File: config.mk
export PLATFORM = sky130hd
export DESIGN_NAME = seg_scan_decoder
export DESIGN_NICKNAME = d
export VERILOG_FILES = /design/src/rtl/seg_scan_decoder.sv
export SDC_FILE = /design/constraint.sdc
export NUM_CORES = 1
export LEC_CHECK = 0
export CELL_PAD_IN_SITES_DETAIL_PLACEMENT = 0
export CELL_PAD_IN_SITES_GLOBAL_PLACEMENT = 1
export CORE_MARGIN = 10
export CORE_UTILIZATION = 52
export CTS_BUF_LIST = sky130_fd_sc_hd__clkbuf_4 sky130_fd_sc_hd__clkbuf_8
export CTS_CLUSTER_SIZE = 8
export DETAILED_ROUTE_END_ITERATION = 6
export GPL_ROUTABILITY_DRIVEN = 1
export GPL_TIMING_DRIVEN = 0
export MAX_ROUTING_LAYER = met4
export PLACE_DENSITY = 0.85
export SETUP_SLACK_MARGIN = 0.15
export SLEW_MARGIN = 15
export SYNTH_ARGS = -nofsm -noshare
export SYNTH_HDL_FRONTEND = slang
export SYNTH_SLANG_ARGS = --single-unit
File: constraint.sdc
create_clock -name clk -period 7 [get_ports clk]
set_input_delay 1.4 -clock clk [delete_from_list [all_inputs] [get_ports clk]]
set_output_delay 1.4 -clock clk [all_outputs]
set_load 0.005 [all_outputs]
File: src/rtl/seg_scan_decoder.sv
// seg_scan_decoder
//   Recovers the displayed hex value from a multiplexed, active-low
//   7-segment scan. A digit is accepted once its anode has stayed the same
//   for STABLE_CYCLES clocks. A frame is published once all eight digits
//   have been seen.
//
// Ports
//   clk   : system clock, all state on rising edge
//   rst   : asynchronous active-high reset
//   AN    : [7:0] anode select, active-low, one-hot when a digit is driven
//   SEG   : [6:0] segments, active-low, SEG[0]=a .. SEG[6]=g
//   word  : [31:0] captured frame, digit i at word[4i+3:4i]
//   blank : [7:0] per-digit flag, all segments off
//   bad   : [7:0] per-digit flag, unrecognised glyph
//   valid : one-cycle pulse when word/blank/bad update
//   err   : [1:0] err[0] = last frame had a bad digit, err[1] = timeout
module seg_scan_decoder #(
    parameter int unsigned STABLE_CYCLES  = 4,
    parameter int unsigned TIMEOUT_CYCLES = 1024
) (
    input  logic        clk,
    input  logic        rst,
    input  logic [7:0]  AN,
    input  logic [6:0]  SEG,
    output logic [31:0] word,
    output logic [7:0]  blank,
    output logic [7:0]  bad,
    output logic        valid,
    output logic [1:0]  err
);

    localparam int unsigned DW = $clog2(STABLE_CYCLES + 1);
    localparam int unsigned TW = $clog2(TIMEOUT_CYCLES + 1);

    logic [7:0]    an_q, an_d, an_prev_q, an_prev_d;
    logic [6:0]    seg_q, seg_d;
    logic [DW-1:0] dwell_q, dwell_d;
    logic [TW-1:0] to_q, to_d;
    logic [7:0]    seen_q, seen_d;
    logic [31:0]   sh_word_q, sh_word_d;
    logic [7:0]    sh_blank_q, sh_blank_d;
    logic [7:0]    sh_bad_q, sh_bad_d;
    logic [31:0]   word_q, word_d;
    logic [7:0]    blank_q, blank_d;
    logic [7:0]    bad_q, bad_d;
    logic          valid_q, valid_d;
    logic [1:0]    err_q, err_d;

    logic [7:0] an_low;
    logic       one_hot;
    logic       accept;
    logic       timeout;
    logic [6:0] pat;
    logic [3:0] dec_nib;
    logic       dec_blank;
    logic       dec_bad;

    // Glyph decoder on the registered segments (active-high pattern).
    always_comb begin
        pat       = ~seg_q;
        dec_nib   = 4'h0;
        dec_blank = 1'b0;
        dec_bad   = 1'b0;
        case (pat)
            7'h3F: dec_nib = 4'h0;
            7'h06: dec_nib = 4'h1;
            7'h5B: dec_nib = 4'h2;
            7'h4F: dec_nib = 4'h3;
            7'h66: dec_nib = 4'h4;
            7'h6D: dec_nib = 4'h5;
            7'h7D: dec_nib = 4'h6;
            7'h07: dec_nib = 4'h7;
            7'h7F: dec_nib = 4'h8;
            7'h6F: dec_nib = 4'h9;
            7'h77: dec_nib = 4'hA;
            7'h7C: dec_nib = 4'hB;
            7'h39: dec_nib = 4'hC;
            7'h5E: dec_nib = 4'hD;
            7'h79: dec_nib = 4'hE;
            7'h71: dec_nib = 4'hF;
            7'h00: dec_blank = 1'b1;
            default: dec_bad = 1'b1;
        endcase
    end

    always_comb begin
        an_d      = AN;
        seg_d     = SEG;
        an_prev_d = an_q;

        an_low  = ~an_q;
        one_hot = (an_low != 8'h00) && ((an_low & (an_low - 8'h01)) == 8'h00);

        // Dwell saturates at STABLE_CYCLES so a long hold accepts only once.
        dwell_d = '0;
        accept  = 1'b0;
        if (one_hot && (an_q == an_prev_q)) begin
            if (dwell_q < DW'(STABLE_CYCLES)) begin
                dwell_d = dwell_q + DW'(1);
            end else begin
                dwell_d = dwell_q;
            end
            if (dwell_q == DW'(STABLE_CYCLES - 1)) begin
                accept = 1'b1;
            end
        end

        // Timeout fires on the single clock the counter reaches its limit;
        // an acceptance in that clock clears the counter instead.
        timeout = 1'b0;
        if (accept) begin
            to_d = '0;
        end else if (to_q == TW'(TIMEOUT_CYCLES)) begin
            to_d = to_q;
        end else begin
            to_d = to_q + TW'(1);
            if (to_q == TW'(TIMEOUT_CYCLES - 1)) begin
                timeout = 1'b1;
            end
        end

        sh_word_d  = sh_word_q;
        sh_blank_d = sh_blank_q;
        sh_bad_d   = sh_bad_q;
        seen_d     = seen_q;
        word_d     = word_q;
        blank_d    = blank_q;
        bad_d      = bad_q;
        valid_d    = 1'b0;
        err_d      = err_q;

        // Frame copy uses the shadow as it stood before this clock, so an
        // acceptance in the same clock lands in the next frame.
        if (seen_q == 8'hFF) begin
            word_d  = sh_word_q;
            blank_d = sh_blank_q;
            bad_d   = sh_bad_q;
            valid_d = 1'b1;
            err_d   = {1'b0, |sh_bad_q};
            seen_d  = '0;
        end

        if (timeout) begin
            err_d[1] = 1'b1;
            seen_d   = '0;
        end

        if (accept) begin
            for (int unsigned i = 0; i < 8; i++) begin
                if (an_low[i]) begin
                    sh_word_d[4*i +: 4] = dec_nib;
                    sh_blank_d[i]       = dec_blank;
                    sh_bad_d[i]         = dec_bad;
                end
            end
            seen_d = seen_d | an_low;
        end
    end

    always_ff @(posedge clk or posedge rst) begin
        if (rst) begin
            an_q       <= 8'hFF;
            an_prev_q  <= 8'hFF;
            seg_q      <= '0;
            dwell_q    <= '0;
            to_q       <= '0;
            seen_q     <= '0;
            sh_word_q  <= '0;
            sh_blank_q <= '0;
            sh_bad_q   <= '0;
            word_q     <= '0;
            blank_q    <= '0;
            bad_q      <= '0;
            valid_q    <= 1'b0;
            err_q      <= '0;
        end else begin
            an_q       <= an_d;
            an_prev_q  <= an_prev_d;
            seg_q      <= seg_d;
            dwell_q    <= dwell_d;
            to_q       <= to_d;
            seen_q     <= seen_d;
            sh_word_q  <= sh_word_d;
            sh_blank_q <= sh_blank_d;
            sh_bad_q   <= sh_bad_d;
            word_q     <= word_d;
            blank_q    <= blank_d;
            bad_q      <= bad_d;
            valid_q    <= valid_d;
            err_q      <= err_d;
        end
    end

    assign word  = word_q;
    assign blank = blank_q;
    assign bad   = bad_q;
    assign valid = valid_q;
    assign err   = err_q;

endmodule

== Word level (Yosys, flattened, before mapping) ==
Index checks and enable logic that the tools add are counted.

* Multiplexer cells: 18
* Reduce and logical (&&, ||, !) cells: 16
* Add/subtract/negate cells: 3
* Bitwise operators: 4
* Eq/ne operators: 23
* Order comparisons: 1

{| class="wikitable"
|+ Operator list
! operator !! count
|-
| $eq 7x7->1 const B || 12
|-
| $pmux 4 s15 || 1
|-
| $mux 8 || 3
|-
| $mux 11 || 2
|-
| $reduce_or 17->1 || 1
|-
| $reduce_and 2->1 || 8
|-
| $eq 7x3->1 const B || 2
|-
| $eq 7x6->1 const B || 2
|-
| $add 11x1->11 const B || 1
|-
| $eq 11x10->1 const B || 1
|-
| $eq 11x11->1 const B || 1
|-
| $mux 1 || 9
|-
| $and 8x8->8 || 1
|-
| $eq 8x8->1 || 1
|-
| $eq 8x8->1 const B || 1
|-
| $logic_not 8->1 || 1
|-
| $not 8->8 || 1
|-
| $or 8x8->8 || 1
|-
| $reduce_bool 8->1 || 1
|-
| $reduce_or 8->1 || 1
|-
| $sub 8x1->8 const B || 1
|-
| $logic_not 7->1 || 1
|-
| $not 7->7 || 1
|-
| $mux 3 || 2
|-
| 8 further kinds || 9
|}

* Output and inout bits: 51
* Register bits after elaboration: 144
* Input bits: 17
* Logic and storage cells: 101

== Logic depth before layout (Yosys ltp) ==
Gate-level depths: netlist (run 1).

* Depth after elaboration: 11
* Depth in mapped cells: 8
* Gate-level depth less buffers: 6

== Worst setup path after synthesis (run 1) ==
No wires, ideal clock.

* Path kind: reg-to-reg
* Start point: reg an_q[5] (netlist: an_prev_d[5])
* End point: reg sh_word_q[12]
* Required time: 6.875 ns
* Stages on the path, launching flop included: 9
* Arrival: 2.089 ns
* Buffers on the path: 2
* Library setup time: 0.125 ns
* Slack: 4.786 ns
* Clock period less this slack: 2.214 ns
* Path through: dfstp_2 > buf_2 > xnor2_1 > o221ai_1 > nor3b_4 > o2111ai_2 > buf_12 > nor2_8 > mux2_4

* Cells in the longest elaborated chain, start to end: 8
* Elaborated cells on any way between the ends: 10

{| class="wikitable"
|+ Ends and longest elaborated chain
! what !! line !! text
|-
| start, declared || 35 || <nowiki>logic [7:0] an_q, an_d, an_prev_q, an_prev_d;</nowiki>
|-
| start signal, assigned || 177 || <nowiki>an_q <= an_d;</nowiki>
|-
| $not 8->8 || 91 || <nowiki>an_low = ~an_q;</nowiki>
|-
| $sub 8x1->8 || 92 || <nowiki>one_hot = (an_low != 8'h00) && ((an_low & (an_low - 8'h01)) == 8'h00);</nowiki>
|-
| $and 8x8->8 || 92 ||
|-
| $logic_not 8->1 || 92 ||
|-
| $logic_and 1x1->1 || 92 ||
|-
| $logic_and 1x1->1 * || 97 || <nowiki>if (one_hot && (an_q == an_prev_q)) begin</nowiki>
|-
| $mux 1 * || 97 ||
|-
| $reduce_and 2->1 (no source line) * || -- ||
|-
| end signal, assigned || 183 || <nowiki>sh_word_q <= sh_word_d;</nowiki>
|-
| end, declared || 40 || <nowiki>logic [31:0] sh_word_q, sh_word_d;</nowiki>
|}

Mark *: on every way between the ends. The rest lies on a longest branch, timed or not.
A chain may end at the register's enable or synchronous reset.

== Final worst setup path (run 1) ==
* Start point: reg blank_q[7] (netlist: blank[7])
* End point: out blank[7]

{| class="wikitable"
|+ RTL lines
! what !! line !! text
|-
| start, declared || 44 || <nowiki>logic [7:0] blank_q, blank_d;</nowiki>
|-
| start signal, assigned || 187 || <nowiki>blank_q <= blank_d;</nowiki>
|-
| end, declared || 26 || <nowiki>output logic [7:0] blank,</nowiki>
|}

No word-level cell between the ends.

==> flow_metrics.tcl, run 1 <==
set metrics [dict create \
    outcome "finished clean" \
    area_growth_pct 21.5 \
    antenna_found_initial 0 \
    synth_flop_cell "dfrtp_1" \
    power_mw 1.61 \
    place_area_um2 7080 \
    sw_frac_of_total_pct 21.4 \
    fin_area_um2 7520 \
    fin_cells 689 \
    worstSetupPathType "reg -> out" \
    drc 0 \
    arrival_ns 1.36 \
    cts_tree "built" \
    hold_ws_ns 0.364 \
    nets 554 \
    insertedDiodeCount 0 \
    critPathTopFamily "buffers and inverters" \
    fmax_mhz 363 \
    synthTopCellsByArea "dfrtp_1 (52%), mux2_2 (8.9%), mux2_4 (7.8%), dfstp_2 (6.8%), mux2i_1 (2.9%)" \
    core_area_um2 11500 \
    syn-cell-area_um2 6190 \
    tightest_slew_ns 0.810 \
    cts_setup_buffers 0 \
    synth-async-reset-ratio_pct 100 \
    drive_gt1_share_pct 28.4 \
    portBuffers 67 \
    grt_max_degree 93 \
    clock_power_share_pct 43.1 \
    yosysTopAreaCell "dfrtp_1" \
    grt_use_total_pct 15.7 \
    hold_class "reg -> reg" \
    setup_slack_ns 4.24 \
    drv_cap 0 \
    crit_buf_inv 1 \
    final_hold_viol_count 0 \
    fin_util_pct 65.3 \
    startpoint_type "flop" \
    wl_um 11800 \
    grt_remaining_overflow 0 \
    p_int_mw 1.26 \
    peakVddDrop_mv 0.167 \
    fin_crit_sh_pct 39.4 \
    grt_first_pass_wirelength_um 19600 \
    synth_common_cells "dfrtp_1 (128), mux2_2 (49), mux2_4 (32), nor2_1 (27), inv_1 (26)" \
    cts_max_path_buffers 2 \
    crit_path_top_delay_cell "clkdlybuf4s50_1" \
    wl_per_cell_um 17.1 \
    dr.pass1.iters 4 \
    dpl.cell_count 657 \
    grt_pass1_vias 3804 \
    tns_ns 0 \
    hold_buffers 0 \
    p_per_area_nw_per_um2 214 \
    ctsHtreeMaxLevel 4 \
    clock_skew_ns 0.00864 \
    rows 39 \
    die_area_um2 16700 \
    gp_congestion 0.808 \
    worstSkewPairLatency_ns 0.44 \
    power.switching_mw 0.344 \
    syn_area_per_cell_um2 13.9 \
    die_w_um 129 \
    vias 3722 \
    numCtsBuffers 17 \
    drt_iter0_drc 256 \
    p_seq_share_pct 53.0 \
    synth_cells 446 \
    cts_root_buffer "clkbuf_8" \
    cp_max_fo 2 \
    start_util_pct 53.7 \
    synth_seq_cells 144 \
    ys_warn_count 0 \
    seq_area_frac_synth_pct 58.6 \
    finalMaxSlewViolations 0 \
    cp.required_ns 5.60 \
    leakage_nw 3.55 \
    setup_viol 0 \
    dp_hpwl_um 8400 \
    yosysUniqueCellTypes 54 \
    relSlewSlack_pct 45.9 \
    synth_edf_count 0 \
    vias_per_cell 5.40 \
    cts.sinks 144 \
    cts.repair.resized 0 \
    synth_top_cell_area_share_pct 51.8 \
    rsz0062_at_grt "no" \
    min_period_ns 2.76 \
    pwr-share-comb_pct 3.9 \
    synth.most_common_cell "dfrtp_1" \
    max_stage_delay_ns 0.52 \
    path_clk_slew_ns 0.07 \
    num_io_pins 68 \
    crit_path_end_kind "primary output" \
    path_cells "clkdlybuf4s50_1" \
    pre_cts_ws_ns 4.34 \
    synth_fp_nets 467 \
    die_h_um 129 \
    ant_nets 0 \
]
==> cell usage in the layout, fill, tap and decap left out, types with 10 or more instances in the layout <==
| cell type | netlist | final |
|---|---|---|
| dfrtp_1 | 128 | 128 |
| inv_1 | 26 | 25 |
| nor2_1 | 27 | 27 |
| nand2_1 | 13 | 13 |
| xor2_1 | 10 | 10 |
| xnor2_1 | 10 | 10 |
| mux2_2 | 49 | 49 |
| mux2i_1 | 18 | 18 |
| clkdlybuf4s50_1 | 0 | 67 |
| mux2_4 | 32 | 32 |
| dfstp_2 | 16 | 16 |
| clkbuf_8 | 0 | 21 |
==> state kept, by name (all words and copies together) (netlist names), 2 cells and up <==
name and count:
seen_q 8, err 2, sh_blank_q 8, seg_q 7, blank 8, to_q 11
sh_bad_q 8, word 32, dwell_q 3, sh_word_q 32, bad 8, an_prev_q 8
an_prev_d 8
==> final timing paths <==
path / startpoint / endpoint / slack (ns) / depth (start not counted)
worst max-delay path: blank[7]$_DFFE_PP0P_ / blank[7] / 4.24 / 1
worst min-delay path: an_prev_d[6]$_DFF_PP1_ / an_prev_q[6]$_DFF_PP1_ / 0.36 / 0
worst max register to register: seg_q[6]$_DFF_PP0_ / sh_bad_q[3]$_DFFE_PP0P_ / 4.46 / 6
worst min register to register: an_prev_d[6]$_DFF_PP1_ / an_prev_q[6]$_DFF_PP1_ / 0.36 / 0
max in group asynchronous: rst / sh_word_q[7]$_DFFE_PP0P_ / 4.86 / 3
min in group asynchronous: rst / to_q[2]$_DFFE_PP0P_ / 1.36 / 2
==> per-layer routing <==
layer  vias up  GRT usage, %  share of wire, %
met5         -             -                 0
met4         0          6.56               1.8
met3        16          4.24               4.8
met2        91          24.5                49
met1      1872          18.9                45
li1       1743             -                 -
==> cells by family after synthesis <==
| group | Yosys count | synth area share [%] |
|---|---|---|
| muxes | 99 | 19.6 |
| buffers and inverters | 45 | 3.15 |
| DFF | 144 | 58.6 |
| AOI/OAI and AO/OA | 39 | 4.79 |
| adders and majority gates | 4 | 0.809 |
| and+or+nand+nor | 95 | 10.3 |
| xor gates and xnor gates | 20 | 2.83 |
==> power by group through the flow <==
stage | Combinational [mW] | Sequential (mW) | Clock [mW]
2_1_floorplan | 0.0409 | 0.865 | 0
3_3_place_gp | 0.0598 | 0.866 | 0
3_5_place_dp | 0.0644 | 0.866 | 0
4_1_cts | 0.0647 | 0.850 | 0.710
5_1_grt | 0.0711 | 0.851 | 0.749
6_report | 0.0631 | 0.850 | 0.692
==> layout make-up <==
cell class	count	area (um^2)
plain buffers	19	97.6
clock buffers	23	304
clock inverters	9	130
fillers	878	4000
inverters	26	103
multi-input cells	257	2380
flip-flops and latches	144	3620
well taps	143	179
repair buffers	68	698
Power figures use the tool's default switching activity.
==> run 2: changes to the inputs <==
--- a/config.mk
+++ b/config.mk
@@ -8,14 +8,14 @@
 export CELL_PAD_IN_SITES_DETAIL_PLACEMENT = 0
 export CELL_PAD_IN_SITES_GLOBAL_PLACEMENT = 1
 export CORE_MARGIN = 10
-export CORE_UTILIZATION = 52
+export CORE_UTILIZATION = 44
 export CTS_BUF_LIST = sky130_fd_sc_hd__clkbuf_4 sky130_fd_sc_hd__clkbuf_8
 export CTS_CLUSTER_SIZE = 8
 export DETAILED_ROUTE_END_ITERATION = 6
 export GPL_ROUTABILITY_DRIVEN = 1
 export GPL_TIMING_DRIVEN = 0
 export MAX_ROUTING_LAYER = met4
-export PLACE_DENSITY = 0.85
+export PLACE_DENSITY = 0.76
 export SETUP_SLACK_MARGIN = 0.15
 export SLEW_MARGIN = 15
 export SYNTH_ARGS = -nofsm -noshare
==> constraint.sdc (replaced) <==
create_clock -name clk -period 2.5 [get_ports clk]
set_input_delay 0.5 -clock clk [delete_from_list [all_inputs] [get_ports clk]]
set_output_delay 0.5 -clock clk [all_outputs]
set_load 0.005 [all_outputs]
==> flow_metrics.tcl, run 2 (synthesis results as in run 1) <==
set metrics [dict create \
    portBuffers 67 \
    ctsHtreeMaxLevel 4 \
    die_w_um 139 \
    clock_skew_ns 0.0120 \
    drv_cap 0 \
    fin_crit_sh_pct 92.0 \
    fin_util_pct 56.7 \
    finalMaxSlewViolations 0 \
    tightest_slew_ns 0.740 \
    crit_path_end_kind "flop" \
    met3_usage_pct 4.01 \
    rsz0062_at_grt "yes" \
    fill_cells 1109 \
    drt_iter0_drc 227 \
    grt_first_pass_wirelength_um 21000 \
    reg2reg_from "an_prev_d[3]$_DFF_PP1_" \
    min_period_ns 2.30 \
    area_growth_pct 26.8 \
    die_h_um 139 \
    seqCellArea_um2 3620 \
    startpoint_type "flop" \
    critPathTopFamily "simple AND/OR/NAND/NOR gates" \
    grt_pass1_vias 4001 \
    holdCritStartpoint "an_prev_d[5]$_DFF_PP1_" \
    vias 3786 \
    drive_gt1_share_pct 33.2 \
    hold_depth 0 \
    grt_remaining_overflow 0 \
    dp_hpwl_um 8830 \
    setup_viol 0 \
    vias_per_cell 5.03 \
    cp.required_ns 2.82 \
    cts.sinks 144 \
    start_util_pct 44.7 \
    layout_common_cells "dfrtp_1 (128), clkdlybuf4s50_1 (67), mux2_2 (49)" \
    crit_buf_inv 1 \
    rows 43 \
    worstRegToRegCells 7 \
    r2r_slack_ns 0.20 \
    drc 0 \
    wl_per_cell_um 16.8 \
    hold_buffers 0 \
    busiest_layer "met2" \
    dr.pass1.iters 4 \
    wl_um 12600 \
    multi_input_area_um2 2430 \
    final_hold_viol_count 0 \
    die_area_um2 19200 \
    gp_congestion 0.822 \
    arrival_ns 2.62 \
    met2_usage_pct 20.5 \
    numCtsBuffers 17 \
    path_cells "and3_4 > nand4_1 > nor3b_4 > o2111ai_4 > buf_12 > nor2_8 > mux2_4" \
    cts_tree "built" \
    peakVddDrop_mv 0.268 \
    core_area_um2 13800 \
    nets 581 \
    worstReg2RegEnd "sh_word_q[7]$_DFFE_PP0P_" \
    cp_max_fo 7 \
    use_met1_pct 17.5 \
    cts_root_buffer "clkbuf_8" \
    layout_commonest_cell "dfrtp_1" \
    outcome "finished clean" \
    grt_max_degree 40 \
    worstSkewPairLatency_ns 0.44 \
    cts_max_path_buffers 2 \
    path_clk_slew_ns 0.07 \
    antenna_found_initial 0 \
    num_io_pins 68 \
    grt_use_total_pct 13.9 \
    worstSetupPathType "reg -> reg" \
    relSlewSlack_pct 50.5 \
    max_stage_delay_ns 0.63 \
    fmax_mhz 435 \
    ant_nets 0 \
    hold_class "reg -> reg" \
    hold_end "an_prev_q[5]$_DFF_PP1_" \
    p_per_area_nw_per_um2 551 \
    leakage_nw 3.71 \
    insertedDiodeCount 0 \
    tns_ns 0 \
    crit_path_top_delay_cell "dfstp_2" \
    hold_ws_ns 0.365 \
]
-- run 2: cell types whose count changed in the layout (fill, tap and decap cells not counted), moves of 2 or more --
| cell | change |
|---|---|
| buf_12 | +3 |
| nor3_2 | +2 |
| nor3_1 | -2 |
| clkinvlp_4 | -2 |
| buf_6 | +4 |
| bufinv_16 | -2 |
| buf_4 | +20 |
| buf_2 | -2 |
| clkinv_2 | +5 |
| clkbuf_4 | +2 |
-- run 2: through the flow --
step                      power, mW  setup slack (ns)  cells  cell area, um^2
after floorplan                2.54             0.208    446             6190
after detailed placement       2.62            0.0153    697             7190
final                          4.32             0.200    753             7840
after global placement         2.59            -0.905    693             7090
after global routing           4.50            0.0819    753             7840
after CTS                      4.37             0.160    734             7630
-- run 2: where the power goes --
group          internal [mW]  switching (mW)  total [mW]
logic                 0.0855           0.125       0.210
registers               2.36          0.0214        2.38
clock network          0.926           0.802        1.73
total                   3.37           0.948        4.32
-- run 2: how the worst max path moves through the flow --
stage	end	start	cells after the start	slack, ns
after floorplan	bad[0]$_DFFE_PP0P_	rst	1	0.21
after global placement	bad[4]$_DFFE_PP0P_	rst	2	-0.91
after detailed placement	sh_word_q[15]$_DFFE_PP0P_	an_prev_d[6]$_DFF_PP1_	8	0.02
after CTS	sh_word_q[19]$_DFFE_PP0P_	an_prev_d[0]$_DFF_PP1_	7	0.16
after global routing	sh_word_q[24]$_DFFE_PP0P_	an_prev_d[3]$_DFF_PP1_	7	0.08
final	sh_word_q[7]$_DFFE_PP0P_	an_prev_d[3]$_DFF_PP1_	7	0.20
-- run 2: layout make-up --
cell class	instances	area share, %
clock inverters	7	0.766
repair buffers	95	12.4
inverters	26	1.29
plain buffers	19	1.40
flip-flops and latches	144	46.2
well taps	180	2.87
multi-input cells	257	31.0
clock buffers	25	4.07
-- run 2: metal layers --
layer | vias up | wire, um | share of wire, %
li1 | 1788 | - | -
met4 | 0 | 250 | 2.0
met1 | 1886 | 5790 | 46
met2 | 90 | 5980 | 47
met5 | - | 0 | 0
met3 | 22 | 609 | 4.8
-- run 2: what timing repair did --
action,4_1_cts,5_1_grt
pin swaps,2,15
resized for setup,5,12
gates cloned,0,1
setup buffers,5,18
endpoints found under the setup margin,43,43
==> run 3: changes to the inputs <==
--- a/config.mk
+++ b/config.mk
@@ -7,7 +7,6 @@
 export LEC_CHECK = 0
 export CELL_PAD_IN_SITES_DETAIL_PLACEMENT = 0
 export CELL_PAD_IN_SITES_GLOBAL_PLACEMENT = 1
-export CORE_MARGIN = 10
 export CORE_UTILIZATION = 44
 export CTS_BUF_LIST = sky130_fd_sc_hd__clkbuf_4 sky130_fd_sc_hd__clkbuf_8
 export CTS_CLUSTER_SIZE = 8
@@ -17,7 +16,7 @@
 export MAX_ROUTING_LAYER = met4
 export PLACE_DENSITY = 0.76
 export SETUP_SLACK_MARGIN = 0.15
-export SLEW_MARGIN = 15
+export SLEW_MARGIN = 20
 export SYNTH_ARGS = -nofsm -noshare
 export SYNTH_HDL_FRONTEND = slang
 export SYNTH_SLANG_ARGS = --single-unit
==> flow_metrics.tcl, run 3 (synthesis results as in run 1) <==
set metrics [dict create \
    rsz0062_at_grt "yes" \
    max_stage_delay_ns 0.54 \
    power_mw 4.46 \
    fin_area_um2 7810 \
    critPathTopFamily "flip-flops" \
    worstRegToRegCells 8 \
    hold_ws_ns 0.340 \
    leakage_nw 3.68 \
    grt_remaining_overflow 0 \
    start_util_pct 46.0 \
    reg2reg_from "an_prev_d[5]$_DFF_PP1_" \
    worstSetupPathType "reg -> reg" \
    grt_pass1_vias 3928 \
    met3_usage_pct 3.82 \
    use_met1_pct 24.6 \
    clock_skew_ns 0.0141 \
    cts_root_buffer "clkbuf_8" \
    rows 42 \
    drive_gt1_share_pct 31.6 \
    grt_max_degree 37 \
    drv_cap 0 \
    die_h_um 121 \
    arrival_ns 2.61 \
    cp_max_fo 7 \
    area_growth_pct 26.2 \
    drc 0 \
    layout_commonest_cell "dfrtp_1" \
    path_clk_slew_ns 0.08 \
    dr.pass1.iters 4 \
    setup_slack_ns 0.207 \
    place_area_um2 7210 \
    pre_cts_ws_ns 0.0398 \
    insertedDiodeCount 0 \
    die_area_um2 14500 \
    ctsHtreeMaxLevel 4 \
    grt_use_total_pct 18.7 \
    nets 569 \
    dp_hpwl_um 8320 \
    crit_buf_inv 2 \
    startpoint_type "flop" \
    ant_nets 0 \
    hold_buffers 0 \
    p_per_area_nw_per_um2 571 \
    cp.required_ns 2.82 \
    outcome "finished clean" \
    relSlewSlack_pct 42.8 \
    numCtsBuffers 17 \
    fmax_mhz 436 \
    tightest_slew_ns 0.854 \
    vias_per_cell 5.13 \
    path_cells "buf_6 > xnor2_2 > o221ai_2 > nor3b_4 > o2111ai_4 > buf_12 > nor2_8 > mux2_4" \
    wl_um 12100 \
    r2r_slack_ns 0.21 \
    gp_congestion 0.796 \
    peakVddDrop_mv 0.295 \
    crit_path_top_delay_cell "dfstp_2" \
    setup_viol 0 \
    vias 3779 \
    finalMaxSlewViolations 0 \
    cts_max_path_buffers 2 \
    busiest_layer "met2" \
    crit_path_end_kind "flop" \
    drt_iter0_drc 165 \
    final_hold_viol_count 0 \
    hold_class "in -> async" \
    antenna_found_initial 0 \
    worstReg2RegEnd "sh_word_q[7]$_DFFE_PP0P_" \
    fin_crit_sh_pct 91.7 \
    wl_per_cell_um 16.4 \
    min_period_ns 2.29 \
    met2_usage_pct 28.7 \
    num_io_pins 68 \
    cts_tree "built" \
    cts.sinks 144 \
    portBuffers 67 \
    worstSkewPairLatency_ns 0.44 \
    core_area_um2 13500 \
    grt_first_pass_wirelength_um 20100 \
    die_w_um 121 \
    layout_common_cells "dfrtp_1 (128), clkdlybuf4s50_1 (67), mux2_2 (49)" \
]
==> run 3: cell types whose count changed in the layout (fill, tap and decap cells not counted), sizes merged <==
cell      before  now
buf           38   26
clkbuf        34   31
clkinvlp       1    4
bufinv         1    2
clkinv         6    5
==> run 3: cell type report <==
class	instances	area (um^2)
clock inverters	10	108
multi-input cells	257	2440
plain buffers	19	111
clock buffers	22	303
fillers	1096	5640
well taps	176	220
flip-flops and latches	144	3620
inverters	26	101
repair buffers	83	902
==> run 3: power breakdown <==
| group | total [mW] | leakage [nW] | internal [mW] | switching (mW) |
|---|---|---|---|---|
| registers | 2.38 | 1.93 | 2.36 | 0.0199 |
| logic | 0.217 | 1.54 | 0.0882 | 0.128 |
| clock network | 1.86 | 0.206 | 1.01 | 0.852 |
==> run 3: routing by layer <==
metal  part of all wire, %  wire [um]
met1                    47       5700
met2                    47       5690
met3                   3.3        395
met4                   2.6        315
met5                     0          0
==> run 3: worst max-delay path by stage <==
| stage | start | slack [ns] | depth (start not counted) | end |
|---|---|---|---|---|
| floorplan | rst | 0.21 | 1 | bad[0]$_DFFE_PP0P_ |
| global placement | rst | -0.91 | 2 | word[17]$_DFFE_PP0P_ |
| detailed placement | an_prev_d[5]$_DFF_PP1_ | 0.04 | 8 | sh_word_q[4]$_DFFE_PP0P_ |
| CTS | an_prev_d[2]$_DFF_PP1_ | 0.15 | 7 | sh_word_q[5]$_DFFE_PP0P_ |
| global route | an_prev_d[2]$_DFF_PP1_ | 0.1 | 7 | sh_word_q[23]$_DFFE_PP0P_ |
| finish | an_prev_d[5]$_DFF_PP1_ | 0.21 | 8 | sh_word_q[7]$_DFFE_PP0P_ |
==> run 3: timing repair <==
item,CTS,global route
pin swaps,1,8
gates resized for setup,4,11
buffers inserted,1,9
cloned,0,1
setup endpoints to repair,40,41
hold endpoints to repair,0,0
==> run 3: per-stage QoR <==
stage               std cells  util (%)  TNS [ns]
finish                    737      58.1         0
global route              737      58.1         0
CTS                       727      56.8         0
detailed placement        694      53.6         0
global placement          689      52.6   -121.47
floorplan                 446         -         0
==> patch, RTL diff (flow settings as in run 2) <==
Remove the register `valid_q`: a continuous assignment takes its place, so the output `valid` follows one clock earlier.
--- a/src/rtl/seg_scan_decoder.sv
+++ b/src/rtl/seg_scan_decoder.sv
@@ -171,7 +171,6 @@
             word_q     <= '0;
             blank_q    <= '0;
             bad_q      <= '0;
-            valid_q    <= 1'b0;
             err_q      <= '0;
         end else begin
             an_q       <= an_d;
@@ -186,10 +185,11 @@
             word_q     <= word_d;
             blank_q    <= blank_d;
             bad_q      <= bad_d;
-            valid_q    <= valid_d;
             err_q      <= err_d;
         end
     end
+
+    assign valid_q = valid_d;
 
     assign word  = word_q;
     assign blank = blank_q;
Check against the original RTL: no difference found for any inputs over 10 cycles, from zero or initial values and one cycle with rst high; that may be too few to reach the edited logic, so the function may still have changed.
==> patch against run 2 <==
  * Routed wire length is 1.8% lower
  * Setup slack better by 0.012 ns
  * Design area is 1.2% lower
  * Area after synthesis is 0.40% lower
  * Utilization is 0.67 points lower
  * First-iteration DRC count is 25% lower
  * Count of clock-buffer cells in the layout is 6 lower
  * Clock power is 9.8% higher
  * Power is 3.4% higher
  * Sequential cell count is 1 lower
  * Largest power group unchanged
==> patch: results <==
metrics = {
    "run_status": {
        "status": "finished, final reports clean",
    },
    "global_route": {
        "grt_usage_pct": 13.5,
        "grt_pass1_vias": 3913,
        "grt_pass1_wl_mm": 20.6,
        "grt_use_met3_pct": 4.08,
        "gr-usage-met2_pct": 20.1,
        "grt_use_met1_pct": 16.9,
    },
    "yosys": {
        "synth_seq_area_share_pct": 58.4,
        "yosysUniqueCellTypes": 54,
        "synthesis.nets": 466,
        "yosys-top-cells-count": "dfrtp_1, mux2_2, mux2_4",
    },
    "power": {
        "peakVddDrop_mv": 0.320,
        "p_leak_nw": 3.64,
        "switching_share_pct": 22.5,
    },
    "placed_design": {
        "dp_hpwl_mm": 8.68,
        "gp_congestion": 0.845,
        "placed_area_sq_um": 7160,
    },
    "worst_setup_path": {
        "critPathMaxStageDelay_ns": 0.53,
        "worstSetupEndpoint": "sh_word_q[18]",
        "crit_start": "an_prev_d[6]",
        "critPathMaxFanout": 10,
        "r2r_slack_ns": 0.21,
    },
    "worst_hold_path": {
        "hold_path.class": "in2async",
    },
    "clock_tree": {
        "cts_resized": 9,
        "cts_root_buffer": "clkbuf_8",
        "post_cts_buffers": 2,
    },
    "timing": {
        "worstMarginPinSlew_ns": 0.718,
        "finClkSkew_ns": 0.0111,
        "hold_ws_ns": 0.321,
    },
    "drt": {
        "routedWlPerCell_microns": 16.6,
        "drtIter0Drc": 171,
        "vias_per_cell": 5.10,
    },
    "final_layout": {
        "drive_above_1_share_pct": 32.2,
        "fill_cells": 1114,
        "nets": 573,
    },
}
patch: cell types whose count changed after synthesis:
cell and change:
dfrtp_1 -1
patch: stage by stage:
| step | util (%) | setup slack (ns) | power [mW] | cells | TNS (ns) |
|---|---|---|---|---|---|
| 6_report | 56.1 | 0.212 | 4.46 | 745 | 0 |
| 5_1_grt | 56.1 | 0.116 | 4.65 | 745 | 0 |
| 4_1_cts | 55.2 | 0.0295 | 4.52 | 730 | 0 |
| 3_5_place_dp | 51.8 | -0.185 | 2.60 | 696 | -0.185 |
| 3_3_place_gp | 51.1 | -0.925 | 2.58 | 692 | -121.99 |
| 2_1_floorplan | - | 0.222 | 2.52 | 445 | 0 |
patch: power groups by stage:
stage	Combinational, mW	Sequential, mW	Clock [mW]
6_report	0.199	2.36	1.90
5_1_grt	0.221	2.37	2.06
4_1_cts	0.194	2.36	1.96
3_5_place_dp	0.190	2.41	0
3_3_place_gp	0.168	2.41	0
2_1_floorplan	0.115	2.41	0
patch: cell families (layout without fill, tap and decap cells):
family	count (synthesis)	count (layout)	synth area share (%)
and+or+nand+nor	95	95	10.3
AOI/OAI and AO/OA	39	39	4.81
DFF	143	143	58.4
xor gates and xnor gates	20	20	2.84
adders and majority gates	4	4	0.812
buffers and inverters	45	165	3.17
muxes	99	99	19.7
patch: final cells by class:
cell class / count / share of cell area [%]
clock buffer: 19 / 3.37
sequential: 143 / 46.4
buffer: 19 / 1.47
inverter: 26 / 1.31
timing repair buffer: 88 / 11.3
multi-input combinational: 257 / 31.1
tap: 180 / 2.91
clock inverter: 13 / 2.08
patch: metal layers:
layer	wire [microns]	part of all wire (%)
met5	0	0
met1	5670	46
met3	683	5.5
met4	175	1.4
met2	5880	47
